===== src/rtl/z_writeback_if.sv =====
// ALU-result and shared-bus signals for the z_writeback stage; slave is the stage, master drives it.
// Z_FLAGS_EN adds the z_zero/z_neg flag outputs.
interface z_writeback_if #(
  parameter int WIDTH  = 32,
  parameter int CTRL_W = 12
);
  logic [WIDTH-1:0]  ZHI;
  logic [WIDTH-1:0]  ZLO;
  logic [CTRL_W-1:0] ctrl;
  logic              z_valid;
  logic              z_ready;
  logic              bus_req;
  logic              bus_grant;
  logic [WIDTH-1:0]  bus_data;
  logic              rz_wr;
  logic              lo_wr;
  logic              hi_wr;
  logic              wb_done;
  logic              illegal_op;
`ifdef Z_FLAGS_EN
  logic              z_zero;
  logic              z_neg;

  modport slave (
    input  ZHI, ZLO, ctrl, z_valid, bus_grant,
    output z_ready, bus_req, bus_data, rz_wr, lo_wr, hi_wr, wb_done, illegal_op,
    output z_zero, z_neg
  );

  modport master (
    output ZHI, ZLO, ctrl, z_valid, bus_grant,
    input  z_ready, bus_req, bus_data, rz_wr, lo_wr, hi_wr, wb_done, illegal_op,
    input  z_zero, z_neg
  );
`else
  modport slave (
    input  ZHI, ZLO, ctrl, z_valid, bus_grant,
    output z_ready, bus_req, bus_data, rz_wr, lo_wr, hi_wr, wb_done, illegal_op
  );

  modport master (
    output ZHI, ZLO, ctrl, z_valid, bus_grant,
    input  z_ready, bus_req, bus_data, rz_wr, lo_wr, hi_wr, wb_done, illegal_op
  );
`endif
endinterface


===== src/rtl/z_writeback.sv =====
// Purpose: ALU write-back; drains ZHI/ZLO onto the shared bus as Rz or LO+HI beats (Z_FLAGS_EN adds z_zero/z_neg).
// Latency: first strobe 1 cycle after capture with grant held; wb_done registered one cycle after final beat.
// Backpressure: z_ready only in IDLE or on the final granted beat; each beat holds bus_data until granted.
module z_writeback #(
  parameter int WIDTH   = 32,
  parameter int CTRL_W  = 12,
  parameter int MUL_BIT = 8,
  parameter int DIV_BIT = 9
) (
  input  logic          clk,
  input  logic          clr,
  z_writeback_if.slave  zif
);

  typedef enum logic [1:0] {
    IDLE  = 2'd0,
    WR_Z  = 2'd1,
    WR_LO = 2'd2,
    WR_HI = 2'd3
  } state_t;

  typedef struct packed {
    logic [WIDTH-1:0] hi;
    logic [WIDTH-1:0] lo;
  } zpair_t;

  state_t            state;
  state_t            state_nxt;
  zpair_t            zpair;
  logic [CTRL_W-1:0] ctrl;
  logic              one_hot;
  logic              two_beat;
  logic              capture;
  logic              z_ready;
  logic              final_beat;
  logic              bus_req;
  logic [WIDTH-1:0]  bus_data;
  logic              rz_wr;
  logic              lo_wr;
  logic              hi_wr;
  logic              wb_done_q;
  logic              illegal_q;

  assign ctrl     = zif.ctrl;
  assign one_hot  = (ctrl != '0) && ((ctrl & (ctrl - CTRL_W'(1))) == '0);
  // An illegal ctrl still drains: two beats whenever a mul/div bit is present.
  assign two_beat = ctrl[MUL_BIT] | ctrl[DIV_BIT];

  always_ff @(posedge clk or negedge clr) begin
    if (!clr) begin
      state <= IDLE;
    end else begin
      state <= state_nxt;
    end
  end

  always_comb begin
    state_nxt  = state;
    bus_req    = 1'b0;
    bus_data   = '0;
    rz_wr      = 1'b0;
    lo_wr      = 1'b0;
    hi_wr      = 1'b0;
    final_beat = 1'b0;
    unique case (state)
      IDLE: begin
      end
      WR_Z: begin
        bus_req  = 1'b1;
        bus_data = zpair.lo;
        if (zif.bus_grant) begin
          rz_wr      = 1'b1;
          final_beat = 1'b1;
          state_nxt  = IDLE;
        end
      end
      WR_LO: begin
        bus_req  = 1'b1;
        bus_data = zpair.lo;
        if (zif.bus_grant) begin
          lo_wr     = 1'b1;
          state_nxt = WR_HI;
        end
      end
      WR_HI: begin
        bus_req  = 1'b1;
        bus_data = zpair.hi;
        if (zif.bus_grant) begin
          hi_wr      = 1'b1;
          final_beat = 1'b1;
          state_nxt  = IDLE;
        end
      end
      default: state_nxt = IDLE;
    endcase
    // Accepting on the final beat lets the next result follow with no bubble.
    z_ready = (state == IDLE) | final_beat;
    capture = zif.z_valid & z_ready;
    if (capture) begin
      state_nxt = two_beat ? WR_LO : WR_Z;
    end
  end

  always_ff @(posedge clk or negedge clr) begin
    if (!clr) begin
      zpair     <= '0;
      wb_done_q <= 1'b0;
      illegal_q <= 1'b0;
    end else begin
      wb_done_q <= final_beat;
      if (capture) begin
        zpair.hi <= zif.ZHI;
        zpair.lo <= zif.ZLO;
        if (!one_hot) begin
          illegal_q <= 1'b1;
        end
      end
    end
  end

`ifdef Z_FLAGS_EN
  logic z_zero_q;
  logic z_neg_q;

  always_ff @(posedge clk or negedge clr) begin
    if (!clr) begin
      z_zero_q <= 1'b0;
      z_neg_q  <= 1'b0;
    end else if (capture) begin
      z_zero_q <= (zif.ZLO == '0);
      z_neg_q  <= zif.ZLO[WIDTH-1];
    end
  end

  assign zif.z_zero = z_zero_q;
  assign zif.z_neg  = z_neg_q;
`endif

  assign zif.z_ready    = z_ready;
  assign zif.bus_req    = bus_req;
  assign zif.bus_data   = bus_data;
  assign zif.rz_wr      = rz_wr;
  assign zif.lo_wr      = lo_wr;
  assign zif.hi_wr      = hi_wr;
  assign zif.wb_done    = wb_done_q;
  assign zif.illegal_op = illegal_q;

endmodule


===== src/flat_wrapper.sv =====
// flat-port wrapper written by rule: the top's interface ports become plain ports
module z_writeback_flat 
#(
  parameter int WIDTH   = 32,
  parameter int CTRL_W  = 12,
  parameter int MUL_BIT = 8,
  parameter int DIV_BIT = 9
)
  (clk, clr, zif_ZHI, zif_ZLO, zif_ctrl, zif_z_valid, zif_bus_grant, zif_z_ready, zif_bus_req, zif_bus_data, zif_rz_wr, zif_lo_wr, zif_hi_wr, zif_wb_done, zif_illegal_op);
  z_writeback_if #(.WIDTH(WIDTH), .CTRL_W(CTRL_W)) zif_i ();
  input  logic clk;
  input  logic clr;
  input wire logic [$bits(zif_i.ZHI)-1:0] zif_ZHI;
  input wire logic [$bits(zif_i.ZLO)-1:0] zif_ZLO;
  input wire logic [$bits(zif_i.ctrl)-1:0] zif_ctrl;
  input wire logic [$bits(zif_i.z_valid)-1:0] zif_z_valid;
  input wire logic [$bits(zif_i.bus_grant)-1:0] zif_bus_grant;
  output wire logic [$bits(zif_i.z_ready)-1:0] zif_z_ready;
  output wire logic [$bits(zif_i.bus_req)-1:0] zif_bus_req;
  output wire logic [$bits(zif_i.bus_data)-1:0] zif_bus_data;
  output wire logic [$bits(zif_i.rz_wr)-1:0] zif_rz_wr;
  output wire logic [$bits(zif_i.lo_wr)-1:0] zif_lo_wr;
  output wire logic [$bits(zif_i.hi_wr)-1:0] zif_hi_wr;
  output wire logic [$bits(zif_i.wb_done)-1:0] zif_wb_done;
  output wire logic [$bits(zif_i.illegal_op)-1:0] zif_illegal_op;
  assign zif_i.ZHI = zif_ZHI;
  assign zif_i.ZLO = zif_ZLO;
  assign zif_i.ctrl = zif_ctrl;
  assign zif_i.z_valid = zif_z_valid;
  assign zif_i.bus_grant = zif_bus_grant;
  assign zif_z_ready = zif_i.z_ready;
  assign zif_bus_req = zif_i.bus_req;
  assign zif_bus_data = zif_i.bus_data;
  assign zif_rz_wr = zif_i.rz_wr;
  assign zif_lo_wr = zif_i.lo_wr;
  assign zif_hi_wr = zif_i.hi_wr;
  assign zif_wb_done = zif_i.wb_done;
  assign zif_illegal_op = zif_i.illegal_op;
  z_writeback #(.WIDTH(WIDTH), .CTRL_W(CTRL_W), .MUL_BIT(MUL_BIT), .DIV_BIT(DIV_BIT)) u_core (.clk(clk), .clr(clr), .zif(zif_i));
endmodule

===== config.mk =====
export PLATFORM = sky130hd
export DESIGN_NAME = z_writeback_flat
export DESIGN_NICKNAME = d
export VERILOG_FILES = /design/src/rtl/z_writeback_if.sv /design/src/rtl/z_writeback.sv /design/src/flat_wrapper.sv
export SDC_FILE = /design/constraint.sdc
export NUM_CORES = 1
export LEC_CHECK = 0
export CAP_MARGIN = 20
export CORE_MARGIN = 5
export CORE_UTILIZATION = 30
export CTS_BUF_LIST = sky130_fd_sc_hd__clkbuf_4 sky130_fd_sc_hd__clkbuf_8
export DETAILED_ROUTE_END_ITERATION = 16
export SKIP_LAST_GASP = 1
export SLEW_MARGIN = 20
export SYNTH_ARGS = -nofsm -noshare
export SYNTH_HDL_FRONTEND = slang
export SYNTH_SLANG_ARGS = --single-unit

===== constraint.sdc =====
create_clock -name clk -period 2.2 [get_ports clk]
set_clock_uncertainty 0.1 [all_clocks]
set_input_delay 0.44 -clock clk [delete_from_list [all_inputs] [get_ports clk]]
set_output_delay 0.44 -clock clk [all_outputs]
set_load 0.05 [all_outputs]

==> flow_metrics.py <==
metrics = {
    "critical_path": {
        "cp_max_fo": 7,
        "critPathMaxStageDelay_ns": 0.40,
        "worstPathArrival_ns": 1.70,
        "cp-start-kind": "flop",
        "path_class": "reg -> out",
        "cp-end-kind": "output pin",
        "cp.required_ns": 1.66,
        "cpMaxStageDelayCell": "dfrtp_1",
        "crit_start": "u_core.state[1]",
        "cp_num_buf_inv": 3,
        "crit_family": "flip-flops",
        "r2r-start": "u_core.state[1]",
        "critical_path.cell_chain": "inv_2, ha_4, buf_6, a22oi_1, nor2_2, buf_12",
    },
    "detailed_routing": {
        "vias_per_cell": 4.73,
        "drtPass1Iterations": 4,
        "drt_wl_total_mm": 8.72,
        "postRouteAntennaNets": 0,
        "vias": 2562,
        "drcViolationCount": 0,
        "wl_per_cell_um": 16.1,
        "drtIter0Drc": 86,
    },
    "clock_network": {
        "insertion_delay_ns": 0.33,
        "cts_tree": "yes",
        "cts_sinks": 68,
        "clk_path_buf_depth": 2,
        "cts_inserted_buffers": 9,
        "htree_levels": 3,
        "cts_root_buf": "clkbuf_8",
        "postCtsHoldBufs": 0,
        "path_clk_slew_ns": 0.08,
    },
    "global_routing": {
        "antenna_found_initial": 0,
        "globalRouteTotalUtil_pct": 14.2,
        "grt_pass1_wl_mm": 14.6,
        "grt_max_degree": 69,
        "use_met2_pct": 23.7,
        "grt_overflow_total": 0,
        "grt.met1_usage_pct": 17.9,
        "top_usage_layer": "met2",
        "use_met3_pct": 3.80,
        "first_global_vias": 2897,
    },
    "layout": {
        "layout-drive-gt1-share_pct": 47.8,
        "antennaDiodeCount": 0,
        "postLayoutCoreUtil_pct": 53.2,
        "fill_cells": 911,
        "finalNetCount": 486,
        "regArea_mm2": 0.00170,
        "syn_to_final_growth_pct": 72.7,
        "multi_input_area_mm2": 0.00154,
    },
    "yosys": {
        "synth_nets": 345,
        "synthCells": 260,
        "synth_warnings": 0,
        "synth_area_mm2": 0.00320,
        "seq_area_frac_synth_pct": 53.2,
        "ys_types": 29,
        "ys_ff_latch": 68,
        "syn_area_per_cell_um2": 12.3,
    },
    "outcome": {
        "outcome": "finished, violations left",
        "failed_checks": "negative setup slack",
    },
    "floorplan": {
        "initial_core_util_pct": 30.8,
        "core_area_mm2": 0.0104,
        "dieArea_mm2": 0.0128,
        "die_x_um": 113,
        "rows": 37,
        "ioPinCount": 119,
        "chipHeight_um": 113,
    },
    "sta": {
        "setup_viol": 29,
        "setup_ws_ns": -0.0354,
        "rsz0062_at_grt": "true",
        "max_freq_mhz": 447,
        "tightestPinTransition_ns": 0.504,
        "slew_headroom_pct": 66.3,
        "finalSetupTns_ns": -0.710,
        "finalCriticalPeriod_ns": 2.24,
        "hold_ws_ns": 0.0348,
        "finalHoldViolations": 0,
        "finalCritPeriodShare_pct": 102,
        "finalMaxSlewViolations": 0,
    },
    "placement": {
        "post-place-ws_ns": -0.189,
        "globalplace.congestion": 0.745,
        "io_buffers": 118,
        "hpwl_mm": 6.22,
    },
    "job": {
        "drv_cap": 0,
    },
    "worst_hold_path": {
        "hold_path_class": "in -> async",
    },
}
[repair_timing]
item	in CTS	in global routing
pin swaps	5	8
gates resized for setup	15	5
setup buffers	3	0
gates cloned	2	0
setup endpoints to repair	33	33
[layer usage]
layer / part of all wire [%] / routed length [um]
met1: 44 / 3880
met4: 0.78 / 68
met2: 49 / 4300
met3: 5.5 / 477
met5: 0 / 0
[synth_stat cells]
| cell type | count | share of area [%] |
|---|---|---|
| a2111o_1 | 1 | 0.35 |
| a22o_1 | 1 | 0.27 |
| a22oi_1 | 32 | 7.5 |
| a32oi_1 | 1 | 0.27 |
| and2_1 | 4 | 0.78 |
| and4_1 | 1 | 0.27 |
| buf_2 | 3 | 0.47 |
| clkbuf_1 | 15 | 1.8 |
| dfrtp_1 | 68 | 53 |
| ha_1 | 5 | 2.0 |
| inv_1 | 4 | 0.47 |
| maj3_1 | 1 | 0.31 |
| mux2_2 | 65 | 23 |
| mux2i_1 | 3 | 0.94 |
| nand2b_1 | 1 | 0.20 |
| nor2_1 | 37 | 4.3 |
| nor3_1 | 2 | 0.31 |
| o211ai_1 | 1 | 0.24 |
| o21a_1 | 1 | 0.24 |
| o21ai_0 | 3 | 0.47 |
| o22ai_1 | 1 | 0.20 |
| o31a_1 | 1 | 0.27 |
| o31ai_1 | 1 | 0.24 |
| o41ai_1 | 1 | 0.27 |
| or2_2 | 1 | 0.20 |
| or3_1 | 2 | 0.39 |
| or4_1 | 2 | 0.47 |
| or4_4 | 1 | 0.35 |
| xnor2_1 | 1 | 0.27 |
[cell families after synthesis]
family,synth area share [%]
flip-flops,53.2
adder cells (fa/ha/maj),2.27
AND/OR/NAND/NOR,7.32
AO/OA/AOI/OAI,10.3
buffers and inverters,2.70
multiplexers,23.8
XOR/XNOR,0.274
[cell usage in the layout (no fill, tap or decap), drive strengths merged, types with 4 or more instances in the layout]
cell type / Yosys / routed
inv: 4 / 5
a22oi: 32 / 32
and2: 4 / 4
clkdlybuf4s50: 0 / 80
clkbuf: 15 / 10
dfrtp: 68 / 68
mux2: 65 / 65
nor2: 37 / 37
buf: 3 / 68
ha: 5 / 5
[path summary, 6_finish.rpt]
kind / end / slack (ns) / cells past startpoint
worst max-delay path: zif_bus_data[30] / -0.04 / 6
worst min-delay path: u_core.zif.illegal_op / 0.03 / 2
worst max register to register: u_core.state[1] / 0.25 / 7
worst min register to register: u_core.zpair[37] / 0.41 / 1
max in group asynchronous: u_core.zpair[28] / 1.67 / 2
min in group clk: u_core.zpair[37] / 0.41 / 1
[through the flow]
stage	cells	instance area [um^2]
floorplan	260	3270
finish	542	5520
detailed placement	521	5160
global route	542	5520
global placement	521	5160
CTS	542	5490
[sequential cells by signal, summed over array words and instances (netlist names)]
| signal | cells |
|---|---|
| u_core.zif.wb_done | 1 |
| u_core.state | 2 |
| u_core.zif.illegal_op | 1 |
| u_core.zpair | 64 |
[layout make-up]
| class | count | area share [%] |
|---|---|---|
| multi-input combinational | 170 | 27.9 |
| tap | 136 | 3.08 |
| clock inverter | 6 | 1.56 |
| clock buffer | 10 | 2.49 |
| sequential | 68 | 30.8 |
| inverter | 4 | 0.272 |
| timing repair buffer | 148 | 33.9 |
Power is left out: the tool's default activity adds up to more than one toggle a clock period on the data nets, which glitch-free logic cannot reach.
